### src/rtl/regfile_scoreboard.sv
`default_nettype none
// ============================================================================
// Module      : regfile_scoreboard
// Description : Multi-read, dual-write register file with a per-register
//               pending-writer scoreboard and optional write-to-read bypass.
// Revision    : 1.0 - initial release
// ============================================================================
module regfile_scoreboard #(
    parameter int XLEN   = 32,
    parameter int NREG   = 32,
    parameter int NRD    = 2,
    parameter int BYPASS = 1
) (
    input  logic                          clk,
    input  logic                          rst,
    input  logic [NRD*$clog2(NREG)-1:0]   ra,
    output logic [NRD*XLEN-1:0]           rd,
    output logic [NRD-1:0]                rbusy,
    input  logic                          we0,
    input  logic [$clog2(NREG)-1:0]       wa0,
    input  logic [XLEN-1:0]               wd0,
    input  logic                          we1,
    input  logic [$clog2(NREG)-1:0]       wa1,
    input  logic [XLEN-1:0]               wd1,
    input  logic                          iss_v,
    input  logic [$clog2(NREG)-1:0]       iss_a,
    output logic [NREG-1:0]               busy_vec
);

    localparam int AW       = $clog2(NREG);
    localparam bit C_BYPASS = (BYPASS != 0);

    logic [XLEN-1:0] r_mem [NREG];
    logic [NREG-1:0] r_busy;
    logic [NREG-1:0] w_busy_nxt;
    logic            w_wr0;
    logic            w_wr1;
    logic            w_iss;

    // Register 0 is hardwired: writes and issues to it are dropped here.
    assign w_wr0 = we0 && (wa0 != '0);
    assign w_wr1 = we1 && (wa1 != '0);
    assign w_iss = iss_v && (iss_a != '0);

    // Writeback clears first, then issue sets, so set wins on a collision.
    always_comb begin
        w_busy_nxt = r_busy;
        if (w_wr0) w_busy_nxt[wa0] = 1'b0;
        if (w_wr1) w_busy_nxt[wa1] = 1'b0;
        if (w_iss) w_busy_nxt[iss_a] = 1'b1;
        w_busy_nxt[0] = 1'b0;
    end

    // Port 1 is written last so it wins when both ports target one address.
    always_ff @(posedge clk) begin
        if (rst) begin
            r_busy <= '0;
            for (int n = 0; n < NREG; n++) begin
                r_mem[n] <= '0;
            end
        end else begin
            r_busy <= w_busy_nxt;
            if (w_wr0) r_mem[wa0] <= wd0;
            if (w_wr1) r_mem[wa1] <= wd1;
        end
    end

    assign busy_vec = r_busy;

    genvar i;
    generate
        for (i = 0; i < NRD; i++) begin : g_rd
            logic [AW-1:0]   w_addr;
            logic            w_hit0;
            logic            w_hit1;
            logic [XLEN-1:0] w_data;

            assign w_addr = ra[i*AW +: AW];
            assign w_hit0 = C_BYPASS && w_wr0 && (wa0 == w_addr);
            assign w_hit1 = C_BYPASS && w_wr1 && (wa1 == w_addr);

            always_comb begin
                if (w_hit1)              w_data = wd1;
                else if (w_hit0)         w_data = wd0;
                else if (w_addr == '0)   w_data = '0;
                else                     w_data = r_mem[w_addr];
            end

            // A forwarded value is already available, so it reports not-busy.
            assign rd[i*XLEN +: XLEN] = w_data;
            assign rbusy[i]           = r_busy[w_addr] && !(w_hit0 || w_hit1);
        end
    endgenerate

endmodule
`default_nettype wire

### config.mk
export PLATFORM = sky130hd
export DESIGN_NAME = regfile_scoreboard
export DESIGN_NICKNAME = d
export VERILOG_FILES = /design/src/rtl/regfile_scoreboard.sv
export SDC_FILE = /design/constraint.sdc
export NUM_CORES = 2
export LEC_CHECK = 0
export CAP_MARGIN = 5
export CORE_ASPECT_RATIO = 1.5
export CORE_UTILIZATION = 45
export CTS_CLUSTER_SIZE = 12
export DETAILED_ROUTE_END_ITERATION = 10
export SKIP_CTS_REPAIR_TIMING = 1
export SLEW_MARGIN = 20
export SYNTH_ARGS = -nofsm -noshare
export SYNTH_HDL_FRONTEND = slang
export SYNTH_SLANG_ARGS = --single-unit
### constraint.sdc
create_clock -name clk -period 2.43 [get_ports clk]
set_input_delay 0.243 -clock clk [delete_from_list [all_inputs] [get_ports clk]]
set_output_delay 0.243 -clock clk [all_outputs]
set_load 0.02 [all_outputs]
==> results.ini <==
[run_status]
status=finished, violations left
failed_checks=setup timing

[die]
io_pins=192
num_rows=167
start_util=0.454
die_area_sq_um=141000
core_region_area_sq_um=138000
die_x_um=307
die_y_um=459

[synth]
ys_warn_count=0
synth_seq_area_share=0.500
synth_edf_count=1024
ys.flop_type=edfxtp_1
synth.distinct_cells=45
ys_top_cells_by_area=edfxtp_1 49%, mux4_2 19%, a22o_1 14%, mux2i_1 4.3%, o2111ai_1 2.4%
async_flop_share=0
synthCells=4428
synth.avg_cell_area_sq_um=14.2
ys_seq_elements=1055
syn_area_sq_um=62800
synth_area_leader_cell=edfxtp_1
synth_top_area_share=0.490

[drt]
ant_nets=0
via_per_inst=7.38
dr.first_iter.drc_count=7838
wl_per_cell_um=39.4
num_vias=50480
drc=0
postRouteWirelength_mm=270
dr.pass1.iters=6

[pwr]
clockPowerShare=0.331
leakage_nw=27.6
ir_drop_uv=574
p_comb_frac=0.199
internal-power_mw=33.2
switching_share=0.281
p_per_area_nw_per_um2=587
power.switching_mw=13.0
pwr-share-seq=0.470

[timing]
fin_skew_ns=0
final_hold_viol_count=0
final-max-slew-violation-count=0
timing.final.ws_setup_ns=-0.714
worstMarginPinSlew_ns=0.720
min_period_over_period=1.29
timing.fmax_ghz=0.318
setup_viol=66
rsz0062_at_grt=true
min_period_ns=3.14
slew_headroom=0.518

[place]
routabilityCongestion=0.962
dp_hpwl_mm=180
numPlacedInstances=6642
buffer_ports.inserted=190
place_area_sq_um=73500

[cts]
cts-root-buf=clkbuf_16
cts-buffers-inserted=104
cts-htree-levels=3
cts.sinks=1055
clk_latency_ns=0.73
tritoncts=yes
cts_buffer_depth=3
clk_pin_slew_worst_paths_ns=0.07

[grt]
grtUsageTotal=0.370
grt_start_max_net_pins=54
antenna_found_initial=4
grt_pass1_vias=48765
overflow=0
grt_pass1_wl_mm=365

[cells_and_area]
fin_nets=5008
drive_above_1_share=0.384
final_cell_area_sq_um=78600
syn_to_final_growth_pct=25.2
multi_input_area_sq_um=30400
fillCellCount=10864
regArea_sq_um=31400
stdcell_count=6837

[run]
maxCapViolations=0

[worst_hold_path]
hold_path.class=in -> reg

[critical_path]
arrival_ns=2.90
cp-end-kind=output port
crit_fanout=2
worst-setup-path-type=reg -> out
critPathLaunchType=flip-flop
worst_ep_required_time_ns=2.19

==> per-layer routing <==
layer  vias to the layer above  share of wire  track usage
li1                      19336              -            -
met1                     25688           0.34        0.457
met2                      4347           0.46        0.585
met3                      1105           0.13       0.0917
met4                         4          0.073        0.226
met5                         -        0.00011            0
==> registers in the layout, summed over array words and instances (netlist names) <==
signal    cells
r_mem      1024
busy_vec     31
==> cells in the mapped netlist, types with 20 or more instances <==
| master | count |
|---|---|
| a22o_1 | 994 |
| buf_1 | 55 |
| buf_2 | 264 |
| buf_4 | 28 |
| clkbuf_1 | 335 |
| dfxtp_1 | 31 |
| edfxtp_1 | 1024 |
| inv_1 | 62 |
| mux2i_1 | 268 |
| mux4_2 | 526 |
| nand2_1 | 36 |
| nand3_1 | 71 |
| nor2_1 | 335 |
| nor3_2 | 27 |
| o2111ai_1 | 174 |
| or3_1 | 38 |
| xnor2_1 | 20 |
==> final timing paths <==
kind	startpoint	endpoint	slack (ns)	cells after the start
max reg2reg	busy_vec[21]	busy_vec[21]	1.66	3
max	r_mem[8][28]	rd[60]	-0.71	8
min	iss_a[1]	busy_vec[3]	0.25	3
min reg2reg	busy_vec[10]	busy_vec[10]	0.59	3
==> cell type report <==
class                   instances  share of cell area
flip-flops and latches       1055               0.399
multi-input cells            2652               0.387
repair buffers               1039               0.143
clock buffers                 144              0.0356
well taps                    1859              0.0296
inverters                      62             0.00301
clock inverters                25             0.00260
diodes                          1           0.0000319
==> cells by family after synthesis <==
group	Yosys count	share of synthesized area
xor gates and xnor gates	20	0.00279
DFF	1055	0.500
buffers and inverters	754	0.0531
and+or+nand+nor	591	0.0447
muxes	794	0.231
AOI/OAI and AO/OA	1213	0.168
other	1	0.0000597
==> metrics by stage <==
stage               power [mW]  hold slack, ns  setup slack, ns   util  setup TNS [ns]
global placement          30.2           0.585            -1.03  0.531         -357.95
floorplan                 26.2           0.452           0.0734      -               0
global route              46.9           0.264           -0.844  0.568          -29.88
detailed placement        30.3           0.589            -1.06  0.531         -402.90
finish                    46.1           0.248           -0.714  0.568          -26.73
CTS                       45.2          -0.107            -1.13  0.553          -52.57
==> layout by cell type, fill, tap and decap left out, types with 6 or more instances in the layout <==
master | Yosys | routed
buf_4 | 28 | 631
buf_2 | 264 | 8
buf_6 | 9 | 43
nand2_1 | 36 | 35
clkinv_2 | 0 | 7
o2111ai_1 | 174 | 84
mux2i_2 | 0 | 22
or3_4 | 0 | 7
nor2_4 | 0 | 76
conb_1 | 1 | 33
mux2i_4 | 0 | 30
buf_12 | 0 | 225
dlymetal6s2s_1 | 0 | 11
mux4_2 | 526 | 526
o22ai_1 | 18 | 18
clkinv_1 | 0 | 10
dfxtp_1 | 31 | 28
buf_8 | 0 | 7
nand4_1 | 13 | 13
nor3b_1 | 6 | 6
nand3b_1 | 12 | 12
or2_1 | 7 | 7
nor3_2 | 27 | 8
mux2i_1 | 268 | 216
nor2_1 | 335 | 246
or3_2 | 0 | 30
xnor2_1 | 20 | 16
nor3_4 | 0 | 28
inv_1 | 62 | 60
clkdlybuf4s50_1 | 0 | 104
clkbuf_16 | 0 | 110
clkbuf_1 | 335 | 37
edfxtp_1 | 1024 | 1024
a22o_1 | 994 | 994
o2111ai_4 | 0 | 18
o2111ai_2 | 0 | 72
o21ai_0 | 12 | 12
nor2_2 | 12 | 25
nand3_1 | 71 | 67
==> critical path, cell delays in order (launching register included) <==
cell	delay, ns
edfxtp_1	0.39
mux4_2	0.46
mux2i_1	0.16
buf_4	0.17
nor2_1	0.05
o2111ai_2	0.18
nand4_1	0.33
buf_4	0.27
buf_6	0.12
==> power groups by stage <==
stage | clock [mW] | sequential [mW] | combinational (mW)
3_3_place_gp | 0 | 21.9 | 8.26
6_report | 15.3 | 21.7 | 9.18
4_1_cts | 15.3 | 21.6 | 8.30
3_5_place_dp | 0 | 22.0 | 8.28
2_1_floorplan | 0 | 21.8 | 4.40
5_1_grt | 15.8 | 21.7 | 9.34
Power figures use the tool's default switching activity.
